[src/rtl/univ_shift_reg.sv]
// Universal shift register: hold, shift, rotate, load, clear, plus a burst
// engine that shifts left for a programmed count with busy/done status.
module univ_shift_reg #(
  parameter int unsigned WIDTH = 8,
  localparam int unsigned LW = $clog2(WIDTH) + 1
) (
  input  logic             clk,
  input  logic             rst,
  input  logic             en_i,
  input  logic [2:0]       mode_i,
  input  logic             sin_lsb_i,
  input  logic             sin_msb_i,
  input  logic [WIDTH-1:0] pdata_i,
  input  logic [LW-1:0]    len_i,
  output logic [WIDTH-1:0] sr_o,
  output logic             sout_msb_o,
  output logic             sout_lsb_o,
  output logic             busy_o,
  output logic             done_o
);

  typedef enum logic [2:0] {
    MODE_HOLD  = 3'b000,
    MODE_SHL   = 3'b001,
    MODE_SHR   = 3'b010,
    MODE_ROL   = 3'b011,
    MODE_ROR   = 3'b100,
    MODE_LOAD  = 3'b101,
    MODE_CLEAR = 3'b110,
    MODE_BURST = 3'b111
  } mode_e;

  typedef enum logic {
    ST_IDLE = 1'b0,
    ST_BUSY = 1'b1
  } state_e;

  state_e           state_q, state_d;
  logic [WIDTH-1:0] sr_q, sr_d;
  logic [LW-1:0]    cnt_q, cnt_d;
  logic             done_q, done_d;
  logic [WIDTH-1:0] shl_c;
  mode_e            mode_c;

  assign shl_c  = {sr_q[WIDTH-2:0], sin_lsb_i};
  assign mode_c = mode_e'(mode_i);

  // Next-state: idle decodes commands; busy shifts until the count expires
  always_comb begin
    state_d = state_q;
    sr_d    = sr_q;
    cnt_d   = cnt_q;
    done_d  = 1'b0;
    unique case (state_q)
      ST_IDLE: begin
        if (en_i) begin
          unique case (mode_c)
            MODE_HOLD:  sr_d = sr_q;
            MODE_SHL:   sr_d = shl_c;
            MODE_SHR:   sr_d = {sin_msb_i, sr_q[WIDTH-1:1]};
            MODE_ROL:   sr_d = {sr_q[WIDTH-2:0], sr_q[WIDTH-1]};
            MODE_ROR:   sr_d = {sr_q[0], sr_q[WIDTH-1:1]};
            MODE_LOAD:  sr_d = pdata_i;
            MODE_CLEAR: sr_d = '0;
            MODE_BURST: begin
              if (len_i != '0) begin
                sr_d  = shl_c;
                cnt_d = len_i - LW'(1);
                if (len_i == LW'(1)) done_d  = 1'b1;
                else                 state_d = ST_BUSY;
              end
            end
          endcase
        end
      end
      ST_BUSY: begin
        if (en_i && (mode_c == MODE_CLEAR)) begin
          // Abort: no done pulse
          sr_d    = '0;
          cnt_d   = '0;
          state_d = ST_IDLE;
        end else begin
          sr_d  = shl_c;
          cnt_d = cnt_q - LW'(1);
          if (cnt_q == LW'(1)) begin
            state_d = ST_IDLE;
            done_d  = 1'b1;
          end
        end
      end
    endcase
  end

  always_ff @(posedge clk) begin
    if (rst) begin
      state_q <= ST_IDLE;
      sr_q    <= '0;
      cnt_q   <= '0;
      done_q  <= 1'b0;
    end else begin
      state_q <= state_d;
      sr_q    <= sr_d;
      cnt_q   <= cnt_d;
      done_q  <= done_d;
    end
  end

  assign sr_o       = sr_q;
  assign sout_msb_o = sr_q[WIDTH-1];
  assign sout_lsb_o = sr_q[0];
  assign busy_o     = (state_q == ST_BUSY);
  assign done_o     = done_q;

endmodule

[config.mk]
export PLATFORM = sky130hd
export DESIGN_NAME = univ_shift_reg
export DESIGN_NICKNAME = d
export VERILOG_FILES = /design/src/rtl/univ_shift_reg.sv
export SDC_FILE = /design/constraint.sdc
export NUM_CORES = 1
export LEC_CHECK = 0
export ABC_AREA = 1
export CORE_MARGIN = 1.5
export CORE_UTILIZATION = 47
export DETAILED_ROUTE_END_ITERATION = 10
export PLACE_DENSITY = 0.91
export REMOVE_ABC_BUFFERS = 1
export SLEW_MARGIN = 20
export SYNTH_ARGS = -nofsm -noshare
export SYNTH_HDL_FRONTEND = slang
export SYNTH_SLANG_ARGS = --single-unit
export TNS_END_PERCENT = 100
[constraint.sdc]
create_clock -name clk -period 1.7 [get_ports clk]
set_input_delay 0.34 -clock clk [delete_from_list [all_inputs] [get_ports clk]]
set_output_delay 0.34 -clock clk [all_outputs]
set_load 0.01 [all_outputs]
==> flow_metrics.py, run 1 <==
metrics = {
    "grt": {
        "grt_use_met2": 0.4372,
        "grt_pass1_wl_um": 4899,
        "grt_use_met1": 0.2862,
        "grt_max_degree": 15,
        "busiest_layer": "met2",
        "first_global_vias": 1180,
        "gr-total-overflow": 0,
        "use_met3": 0.02632,
        "antenna_found_initial": 0,
        "grt.total_usage": 0.2451,
    },
    "min_path": {
        "hold_path.class": "reg2reg",
        "worstHoldPathCells": 2,
    },
    "clock_network": {
        "cts_root_buffer": "clkbuf_4",
        "clk_pin_slew_ns": 0.09,
        "clock_sinks": 14,
        "clock_latency_ns": 0.29,
        "cts_buffer_depth": 2,
        "h-tree-depth": 1,
        "numCtsBuffers": 3,
        "cts_tree": "done",
        "post_cts_buffers": 0,
    },
    "setup_path": {
        "crit_buf_inv": 1,
        "reg2regPathDepth": 5,
        "path_class": "reg2out",
        "cp.required_ns": 1.36,
        "worst-path-stages": 1,
        "slowest_stage": "clkdlybuf4s50_1",
        "critPathCaptureType": "primary output",
        "worst_path_largest_cell_delay_ns": 0.58,
        "cp_cell_sequence": "clkdlybuf4s50_1",
        "crit_path_start_kind": "flip-flop",
        "crit_arrival_ns": 1.35,
        "cp_max_fo": 6,
        "cpLargestDelayFamily": "buffers and inverters",
    },
    "timing": {
        "fmax_mhz": 593.0,
        "skew_ns": 0.008683,
        "finalCriticalPeriod_ns": 1.686,
        "relSlewSlack": 0.7905,
        "worst_pin_slew_ns": 0.3133,
        "setup_slack_ns": 0.01357,
        "period_share": 0.9920,
        "setup_viol": 0,
        "hold_violations": 0,
        "grt_setup_unrepaired": "false",
        "tns_ns": 0,
        "finalMaxSlewViolations": 0,
    },
    "layout": {
        "final_nets": 254,
        "register_area_um2": 280.3,
        "area_delta_synth_final_pct": 42.79,
        "fillers": 199,
        "layout-drive-gt1-share": 0.1135,
        "multi_input_area_um2": 680.7,
        "diodes": 0,
    },
    "floorplan": {
        "die_w_um": 51.04,
        "core.rowCount": 17,
        "num_io_pins": 32,
        "start_util": 0.4951,
        "coreArea_um2": 2191,
        "fp.dieH_um": 51.04,
        "die_area_um2": 2605,
    },
    "power": {
        "power_density_nw_per_um2": 598.4,
        "p_leak_uw": 0.0007607,
        "ir_drop_uv": 584.4,
    },
    "logic_synthesis": {
        "synthMuxAreaShare": 0,
        "synth.yosys.warnings": 0,
        "yosysTopAreaCell": "dfxtp_1",
        "synth_cells": 184,
        "netlist_area_um2": 1085,
        "netlist.area_leader.share": 0.2584,
        "synth_simple_gate_area_frac": 0.4095,
        "synthXorXnorAreaFrac": 0.01615,
        "synthAdderAreaFrac": 0.04614,
        "synth_top_family_by_area": "simple AND/OR/NAND/NOR gates",
        "synth_compound_area_frac": 0.1511,
        "ys_seq_area_frac": 0.2584,
        "ys_types": 24,
        "syn_avg_cell_area_um2": 5.896,
        "synthTopCellsByArea": "dfxtp_1 (26%), nand2_1 (17%), nor2_1 (14%), inv_1 (7.3%), a21oi_1 (5.1%)",
        "ys_ff_latch": 14,
    },
    "routing": {
        "drcViolationCount": 0,
        "postRouteAntennaNets": 0,
        "drtIter0Drc": 27,
        "wirelength_um": 2834,
        "viasPerCell": 4.907,
        "vias": 1261,
        "dr.pass1.iters": 4,
        "post_drt_wl_per_cell_um": 11.03,
    },
    "placed_design": {
        "hpwlAfterDp_um": 2196,
        "portBuffers": 31,
        "gp_congestion": 0.8320,
        "post-place-ws_ns": -0.2000,
    },
    "run_status": {
        "status": "complete, no violations",
    },
    "flow_run": {
        "max-cap-violations": 0,
    },
}
-- worst reg2reg max path, delay by kind of cell (launching register included) --
| kind | cells | cell delay (ns) |
|---|---|---|
| AOI/OAI and AO/OA | 1 | 0.08 |
| and+or+nand+nor | 3 | 0.50 |
| DFF | 1 | 0.44 |
| buffers and inverters | 1 | 0.29 |
-- cell type report --
class / instances / area share
multi-input combinational: 141 / 0.4394
timing repair buffer: 47 / 0.2779
sequential: 14 / 0.1809
inverter: 23 / 0.05573
clock buffer: 4 / 0.02342
tap: 28 / 0.02262
-- registers in the layout, summed over array words and instances, names as in the netlist --
| register | flops |
|---|---|
| busy_o | 1 |
| cnt_q | 4 |
| done_o | 1 |
| sr_o | 8 |
-- cells in the mapped netlist (all sizes together) --
master  count
nand2      51
nor2       40
inv        22
dfxtp      14
a21oi      12
nand3      11
o21ai       7
o21bai      7
buf         6
ha          4
nand4       4
o22ai       2
clkinv      1
nor3        1
xnor2       1
xor2        1
-- kinds of logic (layout without fill, tap and decap cells) --
kind of cell	after synthesis	count (layout)
adders and majority gates	4	4
xor gates and xnor gates	2	2
buffers and inverters	29	74
DFF	14	14
AOI/OAI and AO/OA	28	28
and+or+nand+nor	107	107
-- layer usage --
metal | part of all wire | routed length [um] | vias up
li1 | - | - | 668
met4 | 0.023 | 66 | 0
met5 | 0 | 0 | -
met1 | 0.45 | 1277 | 562
met2 | 0.50 | 1404 | 24
met3 | 0.030 | 85 | 7
-- cells in the final DEF (no fill, tap or decap), drive strengths merged --
cell | Yosys | final
a21oi | 12 | 12
buf | 6 | 16
clkbuf | 0 | 4
clkdlybuf4s50 | 0 | 31
clkinv | 1 | 1
dfxtp | 14 | 14
ha | 4 | 4
inv | 22 | 22
nand2 | 51 | 51
nand3 | 11 | 11
nand4 | 4 | 4
nor2 | 40 | 40
nor3 | 1 | 1
o21ai | 7 | 7
o21bai | 7 | 7
o22ai | 2 | 2
xnor2 | 1 | 1
xor2 | 1 | 1
-- stage by stage --
stage                 util  hold slack (ns)  instances  total power, uW  cell area (um^2)
global route        0.7070           0.5697        257            981.0              1549
detailed placement  0.6882           0.5228        253            677.6              1508
CTS                 0.7047           0.5434        257            926.3              1544
floorplan                -           0.4091        178            525.1              1042
global placement    0.6882           0.5072        253            669.1              1508
finish              0.7070           0.5134        257            926.8              1549
-- repair_timing --
item	in CTS	in global routing
setup endpoints to repair	0	10
hold buffers	0	0
gates resized for setup	0	4
-- final timing paths --
| path | slack, ns | to | from |
|---|---|---|---|
| hold reg to reg | 0.51 | cnt_q[1]$_SDFFE_PP0P_ | cnt_q[1]$_SDFFE_PP0P_ |
| hold / removal | 0.51 | cnt_q[1]$_SDFFE_PP0P_ | cnt_q[1]$_SDFFE_PP0P_ |
| setup reg to reg | 0.30 | sr_o[1]$_SDFFE_PP0P_ | busy_o$_SDFF_PP0_ |
| setup / recovery | 0.01 | sout_lsb_o | sr_o[0]$_SDFFE_PP0P_ |
-- where the power goes --
part | internal (uW) | switching (uW)
logic | 155 | 143
registers | 351 | 26.7
clock network | 131 | 121
Power figures use the tool's default switching activity.
==> run 2: changes to the inputs <==
- CAP_MARGIN: unset -> 20
- CORE_UTILIZATION: 47 -> 42
- PLACE_DENSITY: 0.91 -> 0.86
- clock period: 1.7 -> 1.39 ns (I/O delays scaled with it)
==> flow_metrics.py, run 2 (synthesis gave the netlist of run 1 again) <==
metrics = {
    "timing": {
        "worst_pin_slew_ns": 0.2477,
        "setup_viol": 0,
        "hold_violations": 0,
        "tns_ns": 0,
        "grt_setup_unrepaired": "false",
        "fmax_mhz": 749.3,
        "setup_slack_ns": 0.05549,
        "finalCriticalPeriod_ns": 1.335,
        "hold_ws_ns": 0.5234,
        "skew_ns": 0.004357,
        "finalMaxSlewViolations": 0,
        "relSlewSlack": 0.8349,
        "period_share": 0.9601,
    },
    "layout": {
        "finalCoreUtilization": 0.7039,
        "diodes": 0,
        "largest_reg_flops": 8,
        "final_cell_mix": "nor2_1 (38), nand2_1 (38), buf_4 (24), inv_1 (19), dlygate4sd2_1 (16)",
        "area_delta_synth_final_pct": 59.29,
        "final_nets": 265,
        "layout-drive-gt1-share": 0.2542,
    },
    "routing": {
        "drtIter0Drc": 34,
        "postRouteAntennaNets": 0,
        "viasPerCell": 5.152,
        "wirelength_um": 3200,
        "dr.pass1.iters": 4,
        "post_drt_wl_per_cell_um": 11.85,
        "vias": 1391,
        "drcViolationCount": 0,
    },
    "grt": {
        "grt_pass1_wl_um": 4767,
        "grt.total_usage": 0.2234,
        "gr-total-overflow": 0,
        "first_global_vias": 1197,
        "antenna_found_initial": 0,
        "grt_max_degree": 11,
    },
    "floorplan": {
        "die_w_um": 53.82,
        "core.rowCount": 18,
        "num_io_pins": 32,
        "start_util": 0.4419,
        "coreArea_um2": 2455,
        "fp.dieH_um": 53.82,
        "die_area_um2": 2897,
    },
    "setup_path": {
        "reg2reg_slack_ns": 0.20,
        "r2r-start": "busy_o$_SDFF_PP0_",
        "path_class": "in2reg",
        "cp_max_fo": 4,
        "cp-startpoint": "len_i[2]",
        "cp.required_ns": 1.57,
        "crit_path_start_kind": "input port",
        "critPathCaptureType": "flip-flop",
        "crit_arrival_ns": 1.51,
    },
    "placed_design": {
        "hpwlAfterDp_um": 2126,
        "gp_congestion": 0.7893,
        "portBuffers": 31,
        "post-place-ws_ns": -0.4385,
    },
    "power": {
        "ir_drop_uv": 572.0,
        "power_density_nw_per_um2": 677.4,
        "p_leak_uw": 0.0008919,
    },
    "clock_network": {
        "h-tree-depth": 1,
        "clk_pin_slew_ns": 0.09,
        "cts_buffer_depth": 2,
        "cts_tree": "done",
        "cts_root_buffer": "clkbuf_4",
        "numCtsBuffers": 3,
        "clock_latency_ns": 0.28,
        "postCtsHoldBufs": 0,
        "clock_sinks": 14,
    },
    "min_path": {
        "hold_path.class": "reg2reg",
        "worstHoldStart": "cnt_q[1]$_SDFFE_PP0P_",
    },
    "run_status": {
        "status": "complete, no violations",
    },
    "flow_run": {
        "max-cap-violations": 0,
    },
}
-- run 2: power by group --
| part | switching [uW] | internal [uW] |
|---|---|---|
| logic | 209 | 200 |
| registers | 28.1 | 430 |
| clock network | 144 | 159 |
-- run 2: worst max-delay path, cell delays in order --
cell and delay (ns):
clkdlybuf4s50_1 0.42, inv_1 0.10, nand2_2 0.07, inv_1 0.07
nand2_1 0.08, nand2_2 0.11, nand2_4 0.07, buf_4 0.15
o21ai_2 0.11, nor2_1 0.05
-- run 2: per-stage QoR --
step           area (um^2)  power, uW  cells
6_report              1728       1171    270
2_1_floorplan         1042      642.2    178
3_3_place_gp          1540      827.4    259
5_1_grt               1728       1239    270
3_5_place_dp          1540      837.1    259
4_1_cts               1625       1137    265
-- run 2: path summary, 6_finish.rpt --
| kind | endpoint | cells past startpoint |
|---|---|---|
| worst max-delay path | cnt_q[3]$_SDFFE_PP0P_ | 10 |
| worst min-delay path | cnt_q[1]$_SDFFE_PP0P_ | 2 |
| worst max register to register | sr_o[1]$_SDFFE_PP0P_ | 8 |
| worst min register to register | cnt_q[1]$_SDFFE_PP0P_ | 2 |
-- run 2: cell type report --
class / count / area (um^2)
timing repair buffer: 57 / 504.2
multi-input combinational: 142 / 777.0
sequential: 14 / 282.8
tap: 30 / 37.54
fill: 217 / 726.9
inverter: 23 / 90.09
clock buffer: 4 / 36.28
-- run 2: routing by layer --
metal | track usage | part of all wire | wire length, um | up-vias
li1 | - | - | - | 692
met1 | 0.2598 | 0.43 | 1375 | 643
met2 | 0.3984 | 0.51 | 1623 | 48
met3 | 0.04444 | 0.043 | 138 | 8
met4 | 0.08547 | 0.020 | 63 | 0
met5 | 0 | 0 | 0 | -
-- run 2: what timing repair did --
item | CTS | global route
pin swaps | 7 | 6
buffers inserted | 1 | 5
resized for setup | 36 | 16
cloned | 1 | 0
hold endpoints to repair | 0 | 0
setup endpoints to repair | 24 | 12
